[src/rtl/fifo_skid_writer.sv]
// Write-side skid stage: turns a valid/ready byte stream into FIFO write strobes.
// Two holding registers keep in_ready registered, so fifo_full never reaches in_ready combinationally.
module fifo_skid_writer #(
    parameter int DATA_WIDTH  = 8,
    parameter int COUNT_WIDTH = 16
) (
    input  logic                   clk,
    input  logic                   rst_n,
    input  logic [DATA_WIDTH-1:0]  in_data,
    input  logic                   in_valid,
    output logic                   in_ready,
    output logic [DATA_WIDTH-1:0]  fifo_wr_data,
    output logic                   fifo_wr_en,
    input  logic                   fifo_full,
    input  logic                   fifo_ready,
    output logic [1:0]             level,
    output logic [COUNT_WIDTH-1:0] wr_count
);

    // Encoding doubles as the level output (entries held).
    localparam logic [1:0] S_EMPTY = 2'd0;
    localparam logic [1:0] S_ONE   = 2'd1;
    localparam logic [1:0] S_TWO   = 2'd2;

    localparam logic [COUNT_WIDTH-1:0] COUNT_ONE = {{(COUNT_WIDTH-1){1'b0}}, 1'b1};
    localparam logic [COUNT_WIDTH-1:0] COUNT_MAX = {COUNT_WIDTH{1'b1}};

    logic [1:0]             state_q, state_d;
    logic [DATA_WIDTH-1:0]  head_q, head_d;
    logic [DATA_WIDTH-1:0]  skid_q, skid_d;
    logic                   in_ready_q;
    logic [COUNT_WIDTH-1:0] count_q, count_d;

    logic push;
    logic pop;

    // Write enable depends only on registered state and the FIFO flags.
    assign pop  = (state_q != S_EMPTY) & ~fifo_full & fifo_ready;
    assign push = in_valid & in_ready_q;

    always_comb begin
        state_d = state_q;
        head_d  = head_q;
        skid_d  = skid_q;
        case (state_q)
            S_EMPTY: begin
                if (push) begin
                    state_d = S_ONE;
                    head_d  = in_data;
                end
            end
            S_ONE: begin
                if (push && pop) begin
                    head_d = in_data;
                end else if (push) begin
                    state_d = S_TWO;
                    skid_d  = in_data;
                end else if (pop) begin
                    state_d = S_EMPTY;
                end
            end
            S_TWO: begin
                if (pop) begin
                    state_d = S_ONE;
                    head_d  = skid_q;
                end
            end
            default: begin
                state_d = S_EMPTY;
            end
        endcase
    end

    always_comb begin
        count_d = count_q;
        if (pop && (count_q != COUNT_MAX)) begin
            count_d = count_q + COUNT_ONE;
        end
    end

    always_ff @(posedge clk or negedge rst_n) begin
        if (!rst_n) begin
            state_q    <= S_EMPTY;
            head_q     <= '0;
            skid_q     <= '0;
            in_ready_q <= 1'b0;
            count_q    <= '0;
        end else begin
            state_q    <= state_d;
            head_q     <= head_d;
            skid_q     <= skid_d;
            in_ready_q <= (state_d != S_TWO);
            count_q    <= count_d;
        end
    end

    assign in_ready     = in_ready_q;
    assign fifo_wr_data = head_q;
    assign fifo_wr_en   = pop;
    assign level        = state_q;
    assign wr_count     = count_q;

endmodule

[config.mk]
export PLATFORM = sky130hd
export DESIGN_NAME = fifo_skid_writer
export DESIGN_NICKNAME = d
export VERILOG_FILES = /design/src/rtl/fifo_skid_writer.sv
export SDC_FILE = /design/constraint.sdc
export NUM_CORES = 1
export LEC_CHECK = 0
export CAP_MARGIN = 20
export CORE_MARGIN = 2
export CORE_UTILIZATION = 54
export CTS_BUF_LIST = sky130_fd_sc_hd__clkbuf_2 sky130_fd_sc_hd__clkbuf_4 sky130_fd_sc_hd__clkbuf_8
export DETAILED_ROUTE_END_ITERATION = 10
export PLACE_DENSITY = 0.87
export REMOVE_ABC_BUFFERS = 1
export SLEW_MARGIN = 10
export SYNTH_ARGS = -nofsm -noshare
export SYNTH_HDL_FRONTEND = slang
export SYNTH_SLANG_ARGS = --single-unit
export TNS_END_PERCENT = 30
[constraint.sdc]
create_clock -name clk -period 2.76 [get_ports clk]
set_input_delay 0.552 -clock clk [delete_from_list [all_inputs] [get_ports clk]]
set_output_delay 0.552 -clock clk [all_outputs]
set_load 0.02 [all_outputs]
Word-level counts from Yosys, hierarchy flattened
Cells that the tools add are included.

word-level totals
  bits in registers = 35
  logic and storage cells = 35
  bits of input ports = 13
  output and inout port bits = 28

cells by class
  bitwise logic cells = 5
  add/subtract/negate cells = 1
  multiplexer cells = 10
  equal/unequal tests = 7
  reductions and logical operators = 7

operators by type and width
  cell                   count
  $mux 8                 3
  $pmux 8 s3             1
  $add 16x1->16 const B  1
  $ne 16x16->1 const B   1
  $mux 2                 5
  $ne 2x2->1 const B     4
  $pmux 2 s3             1
  $reduce_and 4->1       1
  $and 1x1->1            3
  $reduce_and 3->1       1
  $reduce_bool 3->1      1
  $eq 2x1->1 const B     1
  $eq 2x2->1 const B     1
  $logic_and 1x1->1      2
  $logic_not 2->1        1
  $not 1->1              2
  $reduce_bool 2->1      1

Longest topological paths before layout
Gate-level depths: netlist of the first run.

  depth after elaboration = 8
  depth in mapped cells = 6
  depth with buffers taken out = 6

Worst setup path after synthesis of the first run
No wires, ideal clock.

  path kind = input -> register
  from = input fifo_ready
  to = register count_q[1] (netlist: wr_count[1])
  slack = 1014 ps
  setup time = 125 ps
  arrival time = 1621 ps
  data required time = 2635 ps
  path buffers = 0
  stages = 4
  path through = nor2b_1 -> o21ai_1 -> a21oi_1 -> mux2_2

on the way
  word-level cells in the longest chain between the ends = 2

RTL lines
  element                 line  text
  start: declaration      15    input logic fifo_ready,
  $and 1x1->1             38    assign pop = (state_q != S_EMPTY) & ~fifo_full & fifo_ready;
  $logic_and 1x1->1       76    if (pop && (count_q != COUNT_MAX)) begin
  end signal: assignment  93    count_q <= count_d;
  end: declaration        32    logic [COUNT_WIDTH-1:0] count_q, count_d;

No other way between the ends.
A chain may end at the register's enable or synchronous reset.

Worst setup path in the final report of the first run
  from = input fifo_ready
  to = output fifo_wr_en

on the way
  word-level cells in the longest chain between the ends = 1

RTL lines
  element           line  text
  $and 1x1->1       38
  end: declaration  13    output logic fifo_wr_en,

No other way between the ends.

==> results of run 1 <==
-- through the flow --
step | instance area, µm² | std cells | hold WS, ns | setup WS (ns) | total power [µW]
after floorplan | 1579 | 133 | 0.2564 | 1.014 | 1255
after global placement | 2048 | 208 | 0.4639 | 0.1971 | 1588
after detailed placement | 2048 | 208 | 0.4807 | 0.1558 | 1641
after CTS | 2106 | 216 | 0.5036 | 0.1569 | 1928
after global routing | 2106 | 216 | 0.5419 | 0.08003 | 2028
final | 2106 | 216 | 0.4985 | 0.1723 | 1913
-- layout make-up --
cell class / instances / area (µm²)
fillers: 202 / 675.6
clock buffers: 6 / 45.04
clock inverters: 2 / 12.51
flip-flops and latches: 35 / 875.8
repair buffers: 44 / 430.4
inverters: 2 / 7.507
multi-input cells: 96 / 695.7
well taps: 31 / 38.79
-- worst max-delay path, delay by kind of cell --
kind / cells / cell delay (ns)
and+or+nand+nor: 1 / 0.21
AOI/OAI and AO/OA: 1 / 0.13
buffers and inverters: 3 / 1.14
-- path summary, 6_finish.rpt --
kind	endpoint	slack, ns	from
worst min-delay path	wr_count[15]$_DFFE_PN0P_	0.50	wr_count[15]$_DFFE_PN0P_
max in group asynchronous	wr_count[8]$_DFFE_PN0P_	1.83	rst_n
worst min register to register	wr_count[15]$_DFFE_PN0P_	0.50	wr_count[15]$_DFFE_PN0P_
worst max-delay path	fifo_wr_en	0.17	fifo_ready
min in group asynchronous	wr_count[5]$_DFFE_PN0P_	0.60	rst_n
worst max register to register	wr_count[1]$_DFFE_PN0P_	0.90	wr_count[11]$_DFFE_PN0P_
-- metal layers --
layer  track usage (%)  vias up  part of all wire, %
met2             38.04       30                   52
li1                  -      570                    -
met5                 0        -                    0
met4             16.61        0                  2.5
met3             5.495        7                  4.2
met1             28.15      576                   41
-- cell families (layout without fill, tap and decap cells) --
logic type,Yosys count,count (layout)
buffers and inverters,5,54
adder cells (fa/ha/maj),1,1
AO/OA/AOI/OAI,18,18
AND/OR/NAND/NOR,45,45
flip-flops,35,35
XOR/XNOR,14,14
multiplexers,18,18
-- Yosys cell counts, types with 2 or more instances --
cell / count / share of area [%]
nor2b_1: 2 / 0.79
nor2_1: 2 / 0.47
nor4_1: 2 / 0.79
xnor2_1: 11 / 6.1
inv_1: 2 / 0.47
a21oi_1: 3 / 0.94
clkbuf_1: 2 / 0.47
nand2b_1: 2 / 0.79
dfrtp_1: 35 / 55
nand3_1: 8 / 2.5
nand4_1: 3 / 1.2
mux2i_1: 8 / 5.0
nand2_1: 18 / 4.2
xor2_1: 3 / 1.7
mux2_2: 10 / 7.1
o21ai_0: 8 / 2.5
-- flip-flops by register name (all words and copies together), names as in the netlist --
signal        count
wr_count         16
in_ready          1
fifo_wr_data      8
skid_q            8
level             2
-- power by group through the flow --
stage	registers, µW	clock network (µW)	logic, µW
2_1_floorplan	941	0	314
3_3_place_gp	819	0	769
3_5_place_dp	838	0	803
4_1_cts	828	295	805
5_1_grt	853	314	861
6_report	829	286	798
==> results.cfg, run 1 <==
[run_status]
status = completed

[sta]
max-slew-margin-rel_pct = 62.52
drv_slew = 0
min_period_ns = 2.588
tightestPinTransition_ns = 0.5622
period_share_pct = 93.76
fmaxAchievable_ghz = 0.3864
rsz0062_at_grt = false
finalSetupTns_ns = 0
skew_ns = 0.008692
final-hold-violation-count = 0
setup_viol = 0

[power]
internal_power_uw = 1191
swShare_pct = 37.72
p_comb_share_pct = 41.7
pwr_density_cell_nw_per_um2 = 908.3
switchingPower_uw = 721.4
vdd_drop_max_uv = 756.6
p_leak_uw = 0.0008858
p_clk_share_pct = 14.9
p_seq_share_pct = 43.3

[layout]
finish.utilization_pct = 75.71
mostFrequentLayoutCells = clkdlybuf4s50_1, dfrtp_1, nand2_1
drive_gt1_share_pct = 14.59
insertedDiodeCount = 0
final_common_cell = clkdlybuf4s50_1
finalNetCount = 198
area_growth_pct = 32.31

[worst_hold_path]
hp-class = reg -> reg
hold_depth = 1

[synth]
async_flop_share_pct = 100.0
synth.yosys.warnings = 0
synth_edf_count = 0
synth_fa_ha_area_share_pct = 0.7862
synth_xor_area_share_pct = 7.704
synth-seq-cells = 35
yosys.cell_types.count = 33
ys.flop_type = dfrtp_1
synth.avg_cell_area_um2 = 11.70
synth_top_family_by_area = simple AND/OR/NAND/NOR gates
synth.area.mux_share_pct = 12.11
synthCells = 136
yosysSeqAreaShare_pct = 55.03
syn_area_um2 = 1592
synth_compound_area_share_pct = 7.783
yosys.area_share.simple_pct = 15.33

[job]
max_cap_viol_count = 0

[clock_tree]
clkSinkCount = 35
cts_buffers = 5
root_buffer = clkbuf_4
hold_buffers = 0
cts_tree = built
clockBufferDepth = 2
clk-insertion-delay-late_ns = 0.35
cts_resized = 0
clk_pin_slew_worst_paths_ns = 0.11
cts_setup_buffers = 0
htreeDepth = 2

[detailed_routing]
vias = 1183
route.detailed.drc = 0
dr.pass1.iters = 3
wl_per_cell_um = 15.63
drt_iter0_drc = 28
routed_via_density = 5.477
ant_nets = 0
finalWirelength_um = 3376

[critical_path]
cp_slowest_stage_delay_ns = 0.60
endpoint_kind = output port
worst_setup_path_start_kind = input port
worstSetupPathType = in -> out
cp_common_cell = clkdlybuf4s50_1
cp_cell_sequence = clkdlybuf4s50_1, nor2b_1, o21ai_1, inv_1, clkdlybuf4s50_1
r2r_cells = 4
required_ns = 2.21
cp_max_fo = 3
cp_slowest_cell = clkdlybuf4s50_1
critPathArrivalTime_ns = 2.04

[die]
start_util_pct = 57.22
row_count = 19
dieArea_um2 = 3398
io_pins = 41
die_h_um = 58.29
fp.dieW_um = 58.29
core_um2 = 2781

[global_route]
grt_overflow_total = 0
grt_pass1_wl_um = 5713
antenna_found_initial = 0
groute.usage.overall_pct = 23.71
grt_max_degree = 36
grt_pass1_vias = 1235

[placement]
hpwl_um = 2460
io_buffers = 40
place.gp.congestion = 0.7942
Note: power is estimated with default switching activity, not from simulation.
==> run 2, diff against run 1 <==
--- a/config.mk
+++ b/config.mk
@@ -9,6 +9,7 @@
 export CORE_MARGIN = 2
 export CORE_UTILIZATION = 54
 export CTS_BUF_LIST = sky130_fd_sc_hd__clkbuf_2 sky130_fd_sc_hd__clkbuf_4 sky130_fd_sc_hd__clkbuf_8
+export CTS_CLUSTER_SIZE = 28
 export DETAILED_ROUTE_END_ITERATION = 10
 export PLACE_DENSITY = 0.87
 export REMOVE_ABC_BUFFERS = 1
==> results of run 2 <==
Same layout as run 1: the final DEF is identical, and so are final timing and power.
==> run 3, diff against run 2 <==
--- a/config.mk
+++ b/config.mk
@@ -9,6 +9,7 @@
 export CORE_MARGIN = 2
 export CORE_UTILIZATION = 54
 export CTS_BUF_LIST = sky130_fd_sc_hd__clkbuf_2 sky130_fd_sc_hd__clkbuf_4 sky130_fd_sc_hd__clkbuf_8
+export CTS_CLUSTER_DIAMETER = 80
 export CTS_CLUSTER_SIZE = 28
 export DETAILED_ROUTE_END_ITERATION = 10
 export PLACE_DENSITY = 0.87
==> constraint.sdc (replaced) <==
create_clock -name clk -period 2.76 [get_ports clk]
set_input_delay 0.552 -clock clk [delete_from_list [all_inputs] [get_ports clk]]
set_output_delay 0.552 -clock clk [all_outputs]
set_load 0.1 [all_outputs]
==> run 3 against run 2 <==
Critical path depth did not move. Die area is the same. Register-to-register slack better by 0.05 ns. Clock skew rose by 0.0046 ns. Hold slack got worse by 0.0064 ns. Non-clock buffer count fell by 1. Worst setup slack better by 0.25 ns. Sequential share of layout area up 1.3 points. Wire length is 11% lower. First-iteration DRC count increased by 18%. Power rose by 32%. Clock power shrank 5%. Critical path type unchanged. Largest power group is now combinational cells.
==> results.cfg, run 3 (synthesis gave the netlist of run 1 again) <==
[critical_path]
critPathArrivalTime_ns = 1.78
cp_max_fo = 5
worst_setup_path_start_kind = input port
cp_cell_sequence = clkdlybuf4s50_1, nor2b_1, o21ai_1, inv_1, buf_12
endpoint_kind = output port
required_ns = 2.21
worstSetupPathType = in -> out
cp_slowest_cell = clkdlybuf4s50_1
cp_slowest_stage_delay_ns = 0.47

[placement]
placed_cell_area_um2 = 1983
pre_cts_ws_ns = 0.3381
dp_cells = 207
place.gp.congestion = 0.8003
hpwl_um = 2301
io_buffers = 40

[layout]
final_common_cell = dfrtp_1
fillers = 206
final_area_um2 = 2041
multi_input_area_um2 = 695.7
regArea_um2 = 875.8
stdcell_count = 215
drive_gt1_share_pct = 29.35
area_growth_pct = 28.22
largest_register_ffs = 16
finalNetCount = 197
mostFrequentLayoutCells = dfrtp_1, buf_4, nand2_1
insertedDiodeCount = 0
finish.utilization_pct = 73.37

[sta]
period_share_pct = 84.60
fin_ws_ns = 0.4250
rsz0062_at_grt = false
min_period_ns = 2.335
finalSetupTns_ns = 0
skew_ns = 0.01329
setup_viol = 0
tightestPinTransition_ns = 0.4947
final-hold-violation-count = 0
max-slew-margin-rel_pct = 67.02
fmaxAchievable_ghz = 0.4283
drv_slew = 0

[die]
die_h_um = 58.29
row_count = 19
start_util_pct = 57.22
dieArea_um2 = 3398
io_pins = 41
fp.dieW_um = 58.29
core_um2 = 2781

[detailed_routing]
vias = 1184
finalWirelength_um = 2999
drt_iter0_drc = 33
ant_nets = 0
routed_via_density = 5.507
dr.pass1.iters = 5
route.detailed.drc = 0
wl_per_cell_um = 13.95

[clock_tree]
root_buffer = clkbuf_4
htreeDepth = 2
cts_buffers = 5
hold_buffers = 0
cts_resized = 0
clk-insertion-delay-late_ns = 0.34
cts_tree = built
clockBufferDepth = 2
clk_pin_slew_worst_paths_ns = 0.11
clkSinkCount = 35
cts_setup_buffers = 0

[worst_hold_path]
hp-class = reg -> reg

[global_route]
groute.usage.overall_pct = 20.75
grt_overflow_total = 0
grt_pass1_wl_um = 5195
antenna_found_initial = 0
grt_max_degree = 36
grt_pass1_vias = 1150

[job]
max_cap_viol_count = 0

[power]
p_leak_uw = 0.0009286
pwr_density_cell_nw_per_um2 = 1241
vdd_drop_max_uv = 1082

[run_status]
status = completed
-- run 3: cell count changes in the layout (fill, tap and decap cells not counted) --
cell             delta
buf_4              +26
clkdlybuf4s50_1    -28
buf_12              +1
-- run 3: final timing paths --
kind	end	slack, ns	start	depth (start not counted)
max in group asynchronous	wr_count[0]$_DFFE_PN0P_	1.85	rst_n	2
min in group asynchronous	wr_count[8]$_DFFE_PN0P_	0.60	rst_n	2
hold reg to reg	fifo_wr_data[1]$_DFFE_PN0P_	0.49	fifo_wr_data[1]$_DFFE_PN0P_	2
setup reg to reg	wr_count[1]$_DFFE_PN0P_	0.95	wr_count[0]$_DFFE_PN0P_	5
hold / removal	fifo_wr_data[1]$_DFFE_PN0P_	0.49	fifo_wr_data[1]$_DFFE_PN0P_	2
setup / recovery	fifo_wr_en	0.42	fifo_ready	5
-- run 3: where the power goes --
part,switching (µW),leakage (µW),internal (µW)
sequential,139,0.000446,684
clock,165,0.0000317,108
combinational,1080,0.000451,359
-- run 3: area by class of cell --
class	count	share of cell area [%]
repair buffers	43	17.90
well taps	31	1.901
clock inverters	2	0.6131
clock buffers	6	2.207
inverters	2	0.3679
multi-input cells	96	34.09
flip-flops and latches	35	42.92
-- run 3: per-stage QoR --
stage          total power, µW  hold WS, ns
6_report                  2533       0.4921
5_1_grt                   2657       0.5232
4_1_cts                   2559       0.4970
3_5_place_dp              2280       0.4713
3_3_place_gp              2242       0.4673
2_1_floorplan             1935       0.2564
-- run 3: routing by layer --
layer	share of wire, %	routed length [µm]	GRT usage, %
met2	52	1566	35.79
met3	5.9	176	6.813
met1	40	1211	23.45
met4	1.5	44	8.970
met5	0	0	0
-- run 3: worst max-delay path, delay by kind of cell --
kind	cells	cell delay, ns
buffers and inverters	3	0.80
AND/OR/NAND/NOR	1	0.21
AO/OA/AOI/OAI	1	0.22
